<file path="src/rtl/ternary_neuron_accum.sv">
`default_nettype none
// ============================================================================
//  Module      : ternary_neuron_accum
//  Description : Accumulate-and-threshold stage for a ternary neuron. Each
//                accepted beat carries two popcounts (matches against +1 and
//                -1 weights) for one input chunk. The block sums (pos - neg)
//                over NUM_CHUNKS beats. It then compares the sum against two
//                signed thresholds and emits a ternary activation.
//  Revision    : 1.0  - initial release
// ----------------------------------------------------------------------------
//  Ports
//    clk        in   1      clock, rising edge
//    rst_n      in   1      asynchronous active-low reset
//    clr        in   1      synchronous abort of the partial sum (ACCUM only)
//    in_valid   in   1      beat valid
//    in_ready   out  1      block accepts a beat (high in ACCUM)
//    in_pos     in   POP_W  unsigned popcount, positive-weight matches
//    in_neg     in   POP_W  unsigned popcount, negative-weight matches
//    thresh_hi  in   ACC_W  signed upper threshold (sampled on last beat)
//    thresh_lo  in   ACC_W  signed lower threshold (sampled on last beat)
//    out_valid  out  1      result valid (high in DONE)
//    out_ready  in   1      consumer accepts the result
//    out_act    out  2      activation: 01 = +1, 11 = -1, 00 = 0
//    out_sum    out  ACC_W  signed final pre-activation sum
//    busy       out  1      frame in progress or result pending
// ============================================================================
module ternary_neuron_accum #(
    parameter int NUM_CHUNKS = 4,
    parameter int POP_W      = 5,
    parameter int ACC_W      = 8
) (
    input  logic             clk,
    input  logic             rst_n,
    input  logic             clr,
    input  logic             in_valid,
    output logic             in_ready,
    input  logic [POP_W-1:0] in_pos,
    input  logic [POP_W-1:0] in_neg,
    input  logic [ACC_W-1:0] thresh_hi,
    input  logic [ACC_W-1:0] thresh_lo,
    output logic             out_valid,
    input  logic             out_ready,
    output logic [1:0]       out_act,
    output logic [ACC_W-1:0] out_sum,
    output logic             busy
);

    // ------------------------------------------------------------------------
    // Constants
    // ------------------------------------------------------------------------
    // The beat counter needs at least one bit, even when a frame is one beat long.
    localparam int CNT_W = (NUM_CHUNKS > 1) ? $clog2(NUM_CHUNKS) : 1;

    localparam logic [CNT_W-1:0] c_LAST_CNT = CNT_W'(NUM_CHUNKS - 1);

    // Largest magnitude the sum can reach versus the largest positive value
    // the accumulator can hold.
    localparam longint C_MAX_MAG = ((longint'(1) << POP_W) - 1) * longint'(NUM_CHUNKS);
    localparam longint C_ACC_MAX = (longint'(1) << (ACC_W - 1)) - 1;

    localparam logic [0:0] c_ST_ACCUM = 1'b0;
    localparam logic [0:0] c_ST_DONE  = 1'b1;

    localparam logic [1:0] c_ACT_POS  = 2'b01;
    localparam logic [1:0] c_ACT_NEG  = 2'b11;
    localparam logic [1:0] c_ACT_ZERO = 2'b00;

    // ------------------------------------------------------------------------
    // Elaboration-time parameter checks
    // ------------------------------------------------------------------------
    generate
        if (NUM_CHUNKS < 1) begin : g_bad_num_chunks
            $error("ternary_neuron_accum: NUM_CHUNKS must be >= 1");
        end
        if (C_ACC_MAX < C_MAX_MAG) begin : g_bad_acc_w
            $error("ternary_neuron_accum: ACC_W too narrow for POP_W*NUM_CHUNKS range");
        end
    endgenerate

    // ------------------------------------------------------------------------
    // Registers and wires
    // ------------------------------------------------------------------------
    logic [0:0]       r_state;
    logic [0:0]       w_next_state;
    logic [ACC_W-1:0] r_acc;
    logic [CNT_W-1:0] r_cnt;
    logic [1:0]       r_out_act;
    logic [ACC_W-1:0] r_out_sum;

    logic             w_in_accum;
    logic             w_abort;
    logic             w_accept;
    logic             w_last_beat;
    logic [ACC_W-1:0] w_delta;
    logic [ACC_W-1:0] w_acc_next;
    logic [1:0]       w_act_next;

    assign w_in_accum = (r_state == c_ST_ACCUM);

    // clr only acts in ACCUM and overrides any beat offered in the same cycle.
    // A pending result in DONE is never discarded by clr.
    assign w_abort     = w_in_accum & clr;
    assign w_accept    = w_in_accum & in_valid & ~clr;
    assign w_last_beat = w_accept & (r_cnt == c_LAST_CNT);

    // Both popcounts are zero-extended to ACC_W bits before the subtraction.
    // The modulo-2^ACC_W result is the correct two's-complement difference,
    // and the width check above guarantees the running sum never wraps.
    assign w_delta    = ACC_W'(in_pos) - ACC_W'(in_neg);
    assign w_acc_next = r_acc + w_delta;

    // The +1 test comes first, so it wins when thresh_lo > thresh_hi.
    always_comb begin
        w_act_next = c_ACT_ZERO;
        if ($signed(w_acc_next) > $signed(thresh_hi)) begin
            w_act_next = c_ACT_POS;
        end else if ($signed(w_acc_next) < $signed(thresh_lo)) begin
            w_act_next = c_ACT_NEG;
        end
    end

    // ------------------------------------------------------------------------
    // FSM: state register
    // ------------------------------------------------------------------------
    always_ff @(posedge clk or negedge rst_n) begin
        if (!rst_n) begin
            r_state <= c_ST_ACCUM;
        end else begin
            r_state <= w_next_state;
        end
    end

    // ------------------------------------------------------------------------
    // FSM: next-state logic
    // ------------------------------------------------------------------------
    always_comb begin
        w_next_state = r_state;
        case (r_state)
            c_ST_ACCUM: begin
                if (w_last_beat) begin
                    w_next_state = c_ST_DONE;
                end
            end
            c_ST_DONE: begin
                if (out_ready) begin
                    w_next_state = c_ST_ACCUM;
                end
            end
            default: begin
                w_next_state = c_ST_ACCUM;
            end
        endcase
    end

    // ------------------------------------------------------------------------
    // FSM: output logic
    // ------------------------------------------------------------------------
    always_comb begin
        in_ready  = 1'b0;
        out_valid = 1'b0;
        case (r_state)
            c_ST_ACCUM: begin
                in_ready  = 1'b1;
                out_valid = 1'b0;
            end
            c_ST_DONE: begin
                in_ready  = 1'b0;
                out_valid = 1'b1;
            end
            default: begin
                in_ready  = 1'b0;
                out_valid = 1'b0;
            end
        endcase
        busy = (r_cnt != '0) | (r_state == c_ST_DONE);
    end

    // ------------------------------------------------------------------------
    // Datapath: partial sum, beat counter and result registers
    // ------------------------------------------------------------------------
    always_ff @(posedge clk or negedge rst_n) begin
        if (!rst_n) begin
            r_acc     <= '0;
            r_cnt     <= '0;
            r_out_act <= c_ACT_ZERO;
            r_out_sum <= '0;
        end else if (w_abort) begin
            r_acc <= '0;
            r_cnt <= '0;
        end else if (w_last_beat) begin
            // Results are captured here and stay unchanged until the next
            // frame completes, including after the result is consumed.
            r_out_sum <= w_acc_next;
            r_out_act <= w_act_next;
            r_acc     <= '0;
            r_cnt     <= '0;
        end else if (w_accept) begin
            r_acc <= w_acc_next;
            r_cnt <= r_cnt + CNT_W'(1);
        end
    end

    assign out_act = r_out_act;
    assign out_sum = r_out_sum;

endmodule
`default_nettype wire

</file>
<file path="config.mk">
export PLATFORM = sky130hd
export DESIGN_NAME = ternary_neuron_accum
export DESIGN_NICKNAME = d
export VERILOG_FILES = /design/src/rtl/ternary_neuron_accum.sv
export SDC_FILE = /design/constraint.sdc
export NUM_CORES = 1
export LEC_CHECK = 0
export ABC_AREA = 1
export BUFFER_PORTS_ARGS = -buffer_cell sky130_fd_sc_hd__buf_2
export CAP_MARGIN = 40
export CELL_PAD_IN_SITES_DETAIL_PLACEMENT = 2
export CELL_PAD_IN_SITES_GLOBAL_PLACEMENT = 2
export CORE_ASPECT_RATIO = 1.5
export CORE_MARGIN = 4
export CORE_UTILIZATION = 30
export CTS_CLUSTER_DIAMETER = 200
export CTS_CLUSTER_SIZE = 25
export DETAILED_ROUTE_END_ITERATION = 16
export GPL_TIMING_DRIVEN = 1
export PLACE_DENSITY_LB_ADDON = 0.1
export SETUP_SLACK_MARGIN = 0.2
export SYNTH_ARGS = -nofsm -noshare
export SYNTH_HDL_FRONTEND = slang
export SYNTH_SLANG_ARGS = --single-unit
</file>
<file path="constraint.sdc">
create_clock -name clk -period 2.7 [get_ports clk]
set_clock_uncertainty 0.2 [all_clocks]
set_input_delay 0.405 -clock clk [delete_from_list [all_inputs] [get_ports clk]]
set_output_delay 0.405 -clock clk [all_outputs]
set_load 0.005 [all_outputs]
</file>
### Word level (Yosys, flattened, before mapping)

Index checks and enable logic that the tools add are counted.
Widths: inputs -> output; s select.

| cells by class | value |
|---|---|
| $add $sub $neg | 3 |
| magnitude comparators | 2 |
| eq/ne operators | 1 |
| mux-type cells | 13 |
| bitwise operators | 8 |
| reductions and logical operators | 3 |

Operators by type and width:

| operator | number |
|---|---|
| $mux 8 | 3 |
| $mux 2 | 5 |
| $add 8x8->8 | 1 |
| $gt 8x8->1 | 1 |
| $lt 8x8->1 | 1 |
| $pmux 1 s2 | 3 |
| $sub 5x5->6 | 1 |
| $and 1x1->1 | 4 |
| $not 1->1 | 3 |
| $reduce_bool 3->1 | 1 |
| $add 2x1->2 const B | 1 |
| $eq 2x2->1 const B | 1 |
| $mux 1 | 2 |
| $reduce_and 2->1 | 1 |
| $reduce_bool 2->1 | 1 |
| $or 1x1->1 | 1 |

| storage, ports and cells | value |
|---|---|
| register bits | 21 |
| input port bits | 31 |

### Longest topological paths before layout

Gate-level depths: netlist of run 1.

| depth | value |
|---|---|
| word-level depth | 6 |
| depth in mapped cells | 27 |
| mapped depth without buffers | 27 |

### Least setup slack after synthesis of run 1

Ideal clock, no wire load.

| timing | value |
|---|---|
| path kind | in2reg |
| start point | input port in_pos[0] |
| end point | register r_out_act[0], in the netlist out_act[0] |
| setup time | 125 ps |
| arrival time | 3060 ps |
| required time | 2375 ps |
| setup slack | -685 ps |
| stages on the path | 23 |
| path buffers | 0 |
| cells stage by stage | inv_1 ha_1 inv_1 fa_1 nand3_1 nand2_1 xor2_1 ha_1 inv_1 o21bai_1 nand3_1 nand3_1 nand3_1 nand2_1 inv_1 ha_1 a21oi_1 o21a_1 nand2_1 nand2_1 nand2_1 nand2_1 nand3_1 |

| between the ends | value |
|---|---|
| longest elaborated chain between the ends | 5 |
| elaborated cells on any way between the ends | 6 |

RTL lines:

| element | RTL line | RTL |
|---|---|---|
| start: declaration | 37 | `input logic [POP_W-1:0] in_pos,` |
| $sub 5x5->6 * | 109 | `assign w_delta = ACC_W'(in_pos) - ACC_W'(in_neg);` |
| $add 8x8->8 * | 110 | `assign w_acc_next = r_acc + w_delta;` |
| named net w_acc_next[7] | 95 | `logic [ACC_W-1:0] w_acc_next;` |
| $lt 8x8->1 | 117 | `end else if ($signed(w_acc_next) < $signed(thresh_lo)) begin` |
| $mux 2 | 117 |  |
| $mux 2 * | 115 | `if ($signed(w_acc_next) > $signed(thresh_hi)) begin` |
| end signal: assignment | 185 | `r_out_act <= c_ACT_ZERO;` |
| end signal: assignment | 194 | `r_out_act <= w_act_next;` |
| end: declaration | 87 | `logic [1:0] r_out_act;` |

Mark *: on every way through the listed nets, which the timed path passes. The rest lies on a longest branch.
A chain may end at the register's enable or synchronous reset.

### Final worst setup path of run 1

| timing | value |
|---|---|
| start point | input port in_pos[0] |
| end point | register r_out_act[1], in the netlist out_act[1] |

The elaborated chain is that of the path after synthesis.

==> impl_results.md, run 1 <==
* Outcome: finished with violations
* Failing checks: setup timing
* F_max at a little under 300 MHz
* Grt total ovfl at 0
* Combined area of the multi-input logic cells at 0.00139 sq mm
* Clock network fraction of total power at 8.7%
* Post-Syn Nets at approximately 300
* Inserted Clock Buffers at 3
* HP Class: input pin to flip-flop
* Final Util at between 40% and 50%
* Hold_ws at 125 ps
* Largest net degree at the start of global routing at 22
* Final Wtd Congestion at about 0.76
* Max-Slew Margin vs Limit at approximately 67%
* Number of enable flip-flop cells after synthesis at 0
* Initial antenna violation count at 0
* Top post-synthesis cells by count: nand2_1, inv_1, ha_1, dfrtp_1, nand3_1
* Post-synthesis cell count at roughly 240
* Max clock buf depth at 2
* DRT antenna net count at 0
* CP Capture Type: flip-flop
* Global Route Usage Sum at 16.4%
* Dpl cells at 383
* Post-synthesis compound-gate area fraction at 9.84%
* Internal at roughly 1.3 mW
* Maximum Capacitance Violations at 0
* Count leader, synth: nand2_1
* Initial DRT Pass Iterations at 3
* Crit path required time at about 2700 ps
* Post-route clock period utilization at 128%
* Min setup slack post-route at -756 ps
* Synth top area share at about 28%
* Non-filler cells, final at 392
* CP Launch Type: input pin
* Maximum vdd drop at between 0.3 and 0.4 mV
* Final setup fails at 3
* Core area at roughly 0.0059 sq mm
* Slew @ Worst Pin at 492 ps
* Sw frac at around 46%
* Hpwl dp at ~5.0 mm
* FP Rows at 34
* Flop and latch count out of synthesis at 21
* Die width at 72.2 microns
* Layout fillers at 699
* IO buf count at 43
* Via/cell ratio at between 4 and 5
* DR iter-0 viols at 32
* Final instance area at 0.00275 sq mm
* First-pass GRT wire length at 9.80 mm
* RSZ-0062 raised after global routing: true
* Die height at approximately 100 microns
* ANT cells at 0
* CP Class: input pin to flip-flop
* Post-placement cell area at 0.00244 sq mm
* Sequential area share after synthesis at between 20% and 30%
* Max H-tree Level at 1
* Clk sinks at 21
* Power per Cell Area at approximately 880 mW/mm^2
* Gate power share at 71.7%
* Total Routed Length at between 6 and 7 mm
* Critical Path AT at between 3000 and 4000 ps
* DRC Markers at 0
* Post-Synth Simple-Gate Area at approximately 24%
* Share of cells above drive strength 1 at between 40% and 50%
* Die area at ~0.0075 sq mm
* Async SR Flop Fraction at 100%
* Main combinational cell family by area after synthesis: simple AND/OR/NAND/NOR gates
* Worst-skew pair later-pin latency at 260 ps
* Yosys warning count at 0
* Hold Vio Cnt, Final at 0
* CTS root buf: clkbuf_8
* Mapped Area at around 0.0019 sq mm
* Worst-path maximum fanout at 4
* Leak Pwr at roughly 1.5 nW
* Synthesis-to-layout area growth at 48.3%
* Ranking of synthesized cells by area: dfrtp_1, ha_1, nand2_1
* Initial cell density of the core at 31.4%
* IO Count at 44
* Area occupied by registers at around 530 sq um
* WL/cell at between 15 and 20 microns
* Area share of fa/ha/maj cells after synthesis at 21.7%
* CTS tree: yes
* Multiplexer share of the synthesized area at 0%
* Ys flop type: dfrtp_1
* Max Slew Vio Count at 0
* XOR/XNOR share of the synthesized area at 4.59%
* Post-route minimum period at around 3500 ps
* Syn_area_per_cell at ~7.7 sq um
* Count of cell types in the netlist at 29
* Sequential power share at between 10% and 20%
* Reg clk slew, reported paths at around 80 ps
* Leading area contributor after synthesis: dfrtp_1
* Nets at approximately 380
* Vias in the first global route at 2,076
* Via count at 1,867
* Sw Pwr at 1.11 mW
==> layout by cell type (no fill, tap or decap), types with 2 or more instances in the layout <==
master and instances:
inv_4 4, inv_2 7, ha_4 8, nand2_1 61
xor2_4 2, fa_2 2, nand2_2 12, a21oi_1 6
xor2_2 2, buf_4 29, ha_2 2, a21oi_2 4
ha_1 19, xor2_1 3, buf_2 42, nand3_1 7
dfrtp_1 21, inv_1 41, o21ai_0 4, clkbuf_8 3
o21ai_2 5, nor2_4 3, buf_6 2, a22o_1 3
nand4_1 5, nand3_2 6, nor2_1 2
==> sequential cells by signal (all words and copies together), names as in the netlist <==
name,cells
r_state,1
out_act,2
r_cnt,2
out_sum,8
r_acc,8
==> worst paths after layout <==
path | start | to | slack (ps) | cells past startpoint
worst min-delay path | out_ready | r_state | 130 | 2
min in group asynchronous | rst_n | r_state | 440 | 2
max in group asynchronous | rst_n | r_acc[2] | 1530 | 2
worst max register to register | r_acc[0] | out_act[1] | -200 | 14
worst min register to register | out_sum[2] | out_sum[2] | 280 | 2
worst max-delay path | in_pos[0] | out_act[1] | -760 | 23
==> kinds of logic (layout without fill, tap and decap cells) <==
family	count (synthesis)	after routing
AND/OR/NAND/NOR	100	100
buffers and inverters	54	132
adder cells (fa/ha/maj)	31	31
AO/OA/AOI/OAI	28	28
flip-flops	21	21
XOR/XNOR	8	8
==> final cells by class <==
cell class / instances / area share, %
multi-input combinational: 167 / 50.7
sequential: 21 / 19.1
timing repair buffer: 75 / 17.3
inverter: 53 / 8.05
tap: 72 / 3.27
clock buffer: 4 / 1.64
==> power groups by stage <==
stage          Combinational [mW]  Sequential (mW)  Clock [mW]
2_1_floorplan               0.817            0.463           0
3_3_place_gp                 1.38            0.475           0
3_5_place_dp                 1.43            0.476           0
4_1_cts                      1.58            0.476       0.217
5_1_grt                      1.97            0.486       0.230
6_report                     1.74            0.475       0.211
==> repair_timing <==
item,CTS,global route
pin swaps,22,19
setup endpoints to repair,14,14
resized for setup,25,26
hold buffers,1,0
endpoints found under the hold margin,21,0
setup buffers,0,4
==> through the flow <==
step	power (mW)	setup WS [ps]	TNS (ps)
global placement	1.85	-1000	-4280
floorplan	1.28	-534	-1060
global route	2.68	-968	-2350
finish	2.43	-756	-1510
CTS	2.27	-546	-1090
detailed placement	1.91	-1040	-4710
==> routing by layer <==
layer  part of all wire [%]  GRT usage (%)  up-vias
met4                    1.7           4.30        0
met1                     36           17.7      910
met2                     61           32.7       33
met3                    1.8          0.967        8
met5                      0              0        -
li1                       -              -      916
==> worst max-delay path, stage by stage <==
cell and delay (ps):
buf_8 110, inv_12 40, ha_4 120, inv_4 40
fa_2 400, xor2_1 160, ha_1 340, a21oi_2 190
nand2_2 120, nand2_1 130, nand3_2 100, inv_1 70
nand2_1 70, nand2_2 80, inv_4 50, ha_4 280
nand2_4 50, nor2_4 120, buf_4 120, nand4_1 160
nand3_2 140, nand3_2 80, nand2_1 80
No activity file was read; power rests on OpenSTA's default activity.
==> inputs of run 2 (changes only) <==
- BUFFER_PORTS_ARGS: -buffer_cell sky130_fd_sc_hd__buf_2 -> default
- CORE_MARGIN: 4 -> 2
- CORE_UTILIZATION: 30 -> 36
- DONT_BUFFER_PORTS: default -> 1
- SLEW_MARGIN: default -> 25
==> impl_results.md, run 2 (synthesis results as in run 1) <==
* Crit path required time at 2660 ps (-40 ps)
* Die height at 91.9 microns (-12%)
* Total Routed Length at 8.99 mm (+45%)
* Largest net degree at the start of global routing at 22 (unchanged)
* Post-placement cell area at 0.00223 sq mm (-8.7%)
* Met1 Track Usage GR at 26.5% (+8.8 points)
* Synthesis-to-layout area growth at 47.9%
* Worst-case hold path end point: r_state
* Global Route Usage Sum at 25.0% (+8.6 points)
* IO buf count at 0 (-100%)
* Vias in the first global route at 2,129 (+2.6%)
* First-pass GRT wire length at 11.0 mm (+12%)
* Pwr Total at 2.89 mW (+19%)
* Met3 Use GR at 2.21% (+1.2 points)
* Post-route minimum period at 3400 ps (-53.3 ps)
* Worst-skew pair later-pin latency at 280 ps (+20 ps)
* FF-to-FF Start: r_acc[0]
* RSZ-0062 raised after global routing: true
* Core area at 0.00504 sq mm (-15%)
* M2 GR Usage at 51.0% (+18 points)
* Worst-path maximum fanout at 4 (unchanged)
* Power per Cell Area at 1050 mW/mm^2 (+19%)
* Failing checks: setup timing
* Clk sinks at 21 (unchanged)
* Max H-tree Level at 1 (unchanged)
* Most frequent cells in the layout: nand2_1, inv_1, buf_4, dfrtp_1, ha_1
* DRT antenna net count at 0 (unchanged)
* CP Launch Type: input pin
* Commonest non-fill, non-tap cell in the layout: nand2_1
* Final setup fails at 6 (+3)
* Grt total ovfl at 0 (unchanged)
* Cell count of the worst hold path at 1 (-1)
* CP Capture Type: flip-flop
* Share of cells above drive strength 1 at 42.6% (-2.1 points)
* Reg2Reg Capture Point: out_act[1]
* CTS tree: yes
* Outcome: finished with violations
* HP Class: input pin to flip-flop
* Post-Place Setup Slack at -981 ps (+62.7 ps)
* WL/cell at 25.2 microns (+59%)
* Nets at 352 (-8.1%)
* DR iter-0 viols at 77 (+140%)
* Max clock buf depth at 2 (unchanged)
* Initial DRT Pass Iterations at 4 (+1)
* Max Slew Vio Count at 0 (unchanged)
* Hpwl dp at 4.56 mm (-8.2%)
* Hold Vio Cnt, Final at 0 (unchanged)
* FP Rows at 32 (-5.9%)
* Inserted Clock Buffers at 3 (unchanged)
* ANT cells at 0 (unchanged)
* Hold_sp: out_ready
* Final Util at 54.4% (+7.9 points)
* Via count at 1,891 (+1.3%)
* Most Crowded Layer GR: met2
* Maximum vdd drop at 0.557 mV (+55%)
* Die area at 0.00576 sq mm (-24%)
* Initial cell density of the core at 36.8% (+5.4 points)
* Setup_tns at -2950 ps (-1450 ps)
* Die width at 62.6 microns (-13%)
* DRC Markers at 0 (unchanged)
* Final Wtd Congestion at 0.808 (+6.7%)
* FF-to-FF path depth at 15 (+1)
* Reg clk slew, reported paths at 80 ps (about the same)
* Maximum Capacitance Violations at 0 (unchanged)
* CTS root buf: clkbuf_8
* Via/cell ratio at 5.30 (+11%)
* Critical Path AT at 3370 ps (-90 ps)
* F_max at 294 MHz (+1.6%)
* Initial antenna violation count at 0 (unchanged)
* CP Class: input pin to flip-flop
* Max-Slew Margin vs Limit at 66.3% (-0.84 points)
* Final instance area at 0.00274 sq mm (-0.27%)
* Leak Pwr at 1.45 nW (-5.9%)
* Worst R2R Setup Slack at -450 ps (-250 ps)
* Slew @ Worst Pin at 503 ps (+10.9 ps)
* IO Count at 44 (unchanged)
* Post-route clock period utilization at 126% (-2.0 points)
* Min setup slack post-route at -703 ps (+53.3 ps)
-- run 2: what timing repair did --
item                                    in CTS  in global routing
hold buffers                                 1                  0
endpoints found under the setup margin       8                 10
resized for setup                           26                 47
pin swaps                                   28                 25
setup buffers                               11                  3
hold endpoints to repair                    21                  0
-- run 2: final cells by class --
type | count | area, sq um
Clock buffer | 3 | 41.3
Multi-Input combinational cell | 167 | 1490
Tap cell | 68 | 85.1
Inverter | 53 | 240
Sequential cell | 21 | 526
Clock inverter | 1 | 5.00
Fill cell | 552 | 2300
Timing Repair Buffer | 44 | 355
-- run 2: per-layer routing --
| metal | routed length [microns] | vias to the layer above |
|---|---|---|
| met3 | 158 | 26 |
| met5 | 0 | - |
| met2 | 5340 | 57 |
| li1 | - | 850 |
| met1 | 3170 | 958 |
| met4 | 321 | 0 |
-- run 2: worst max-delay path by stage --
| stage | cells past startpoint | slack [ps] | start | endpoint |
|---|---|---|---|---|
| after floorplan | 27 | -530 | in_pos[0] | out_act[1] |
| after global placement | 26 | -890 | in_pos[0] | out_act[1] |
| after detailed placement | 26 | -980 | in_pos[0] | out_act[1] |
| after CTS | 25 | -490 | in_pos[0] | out_act[1] |
| after global routing | 20 | -840 | in_neg[4] | out_act[0] |
| final | 20 | -700 | in_neg[4] | out_act[0] |
-- run 2: critical path, stage by stage --
cell     delay [ps]
inv_1            40
ha_1            320
a21oi_1         280
nand3_1         160
inv_1           200
ha_4            250
a21oi_1         260
nand3_4         170
inv_4           100
nand2_4          60
nand2_4          90
inv_4            60
ha_4            220
a21oi_2         130
o21a_1          190
nand2_1          80
nand2_1         100
nand2_2          90
nand2_2          80
nand3_2          60
-- run 2: per-stage QoR --
stage               hold WS (ps)  instances
finish                      14.4        357
global route                39.5        357
CTS                         18.8        353
detailed placement         -90.3        337
global placement           -90.2        337
floorplan                  -90.6        242
-- run 2: where the power goes --
part	internal, mW	switching, mW	total (mW)
Combinational	0.958	1.19	2.15
Sequential	0.404	0.103	0.507
Clock	0.104	0.126	0.230
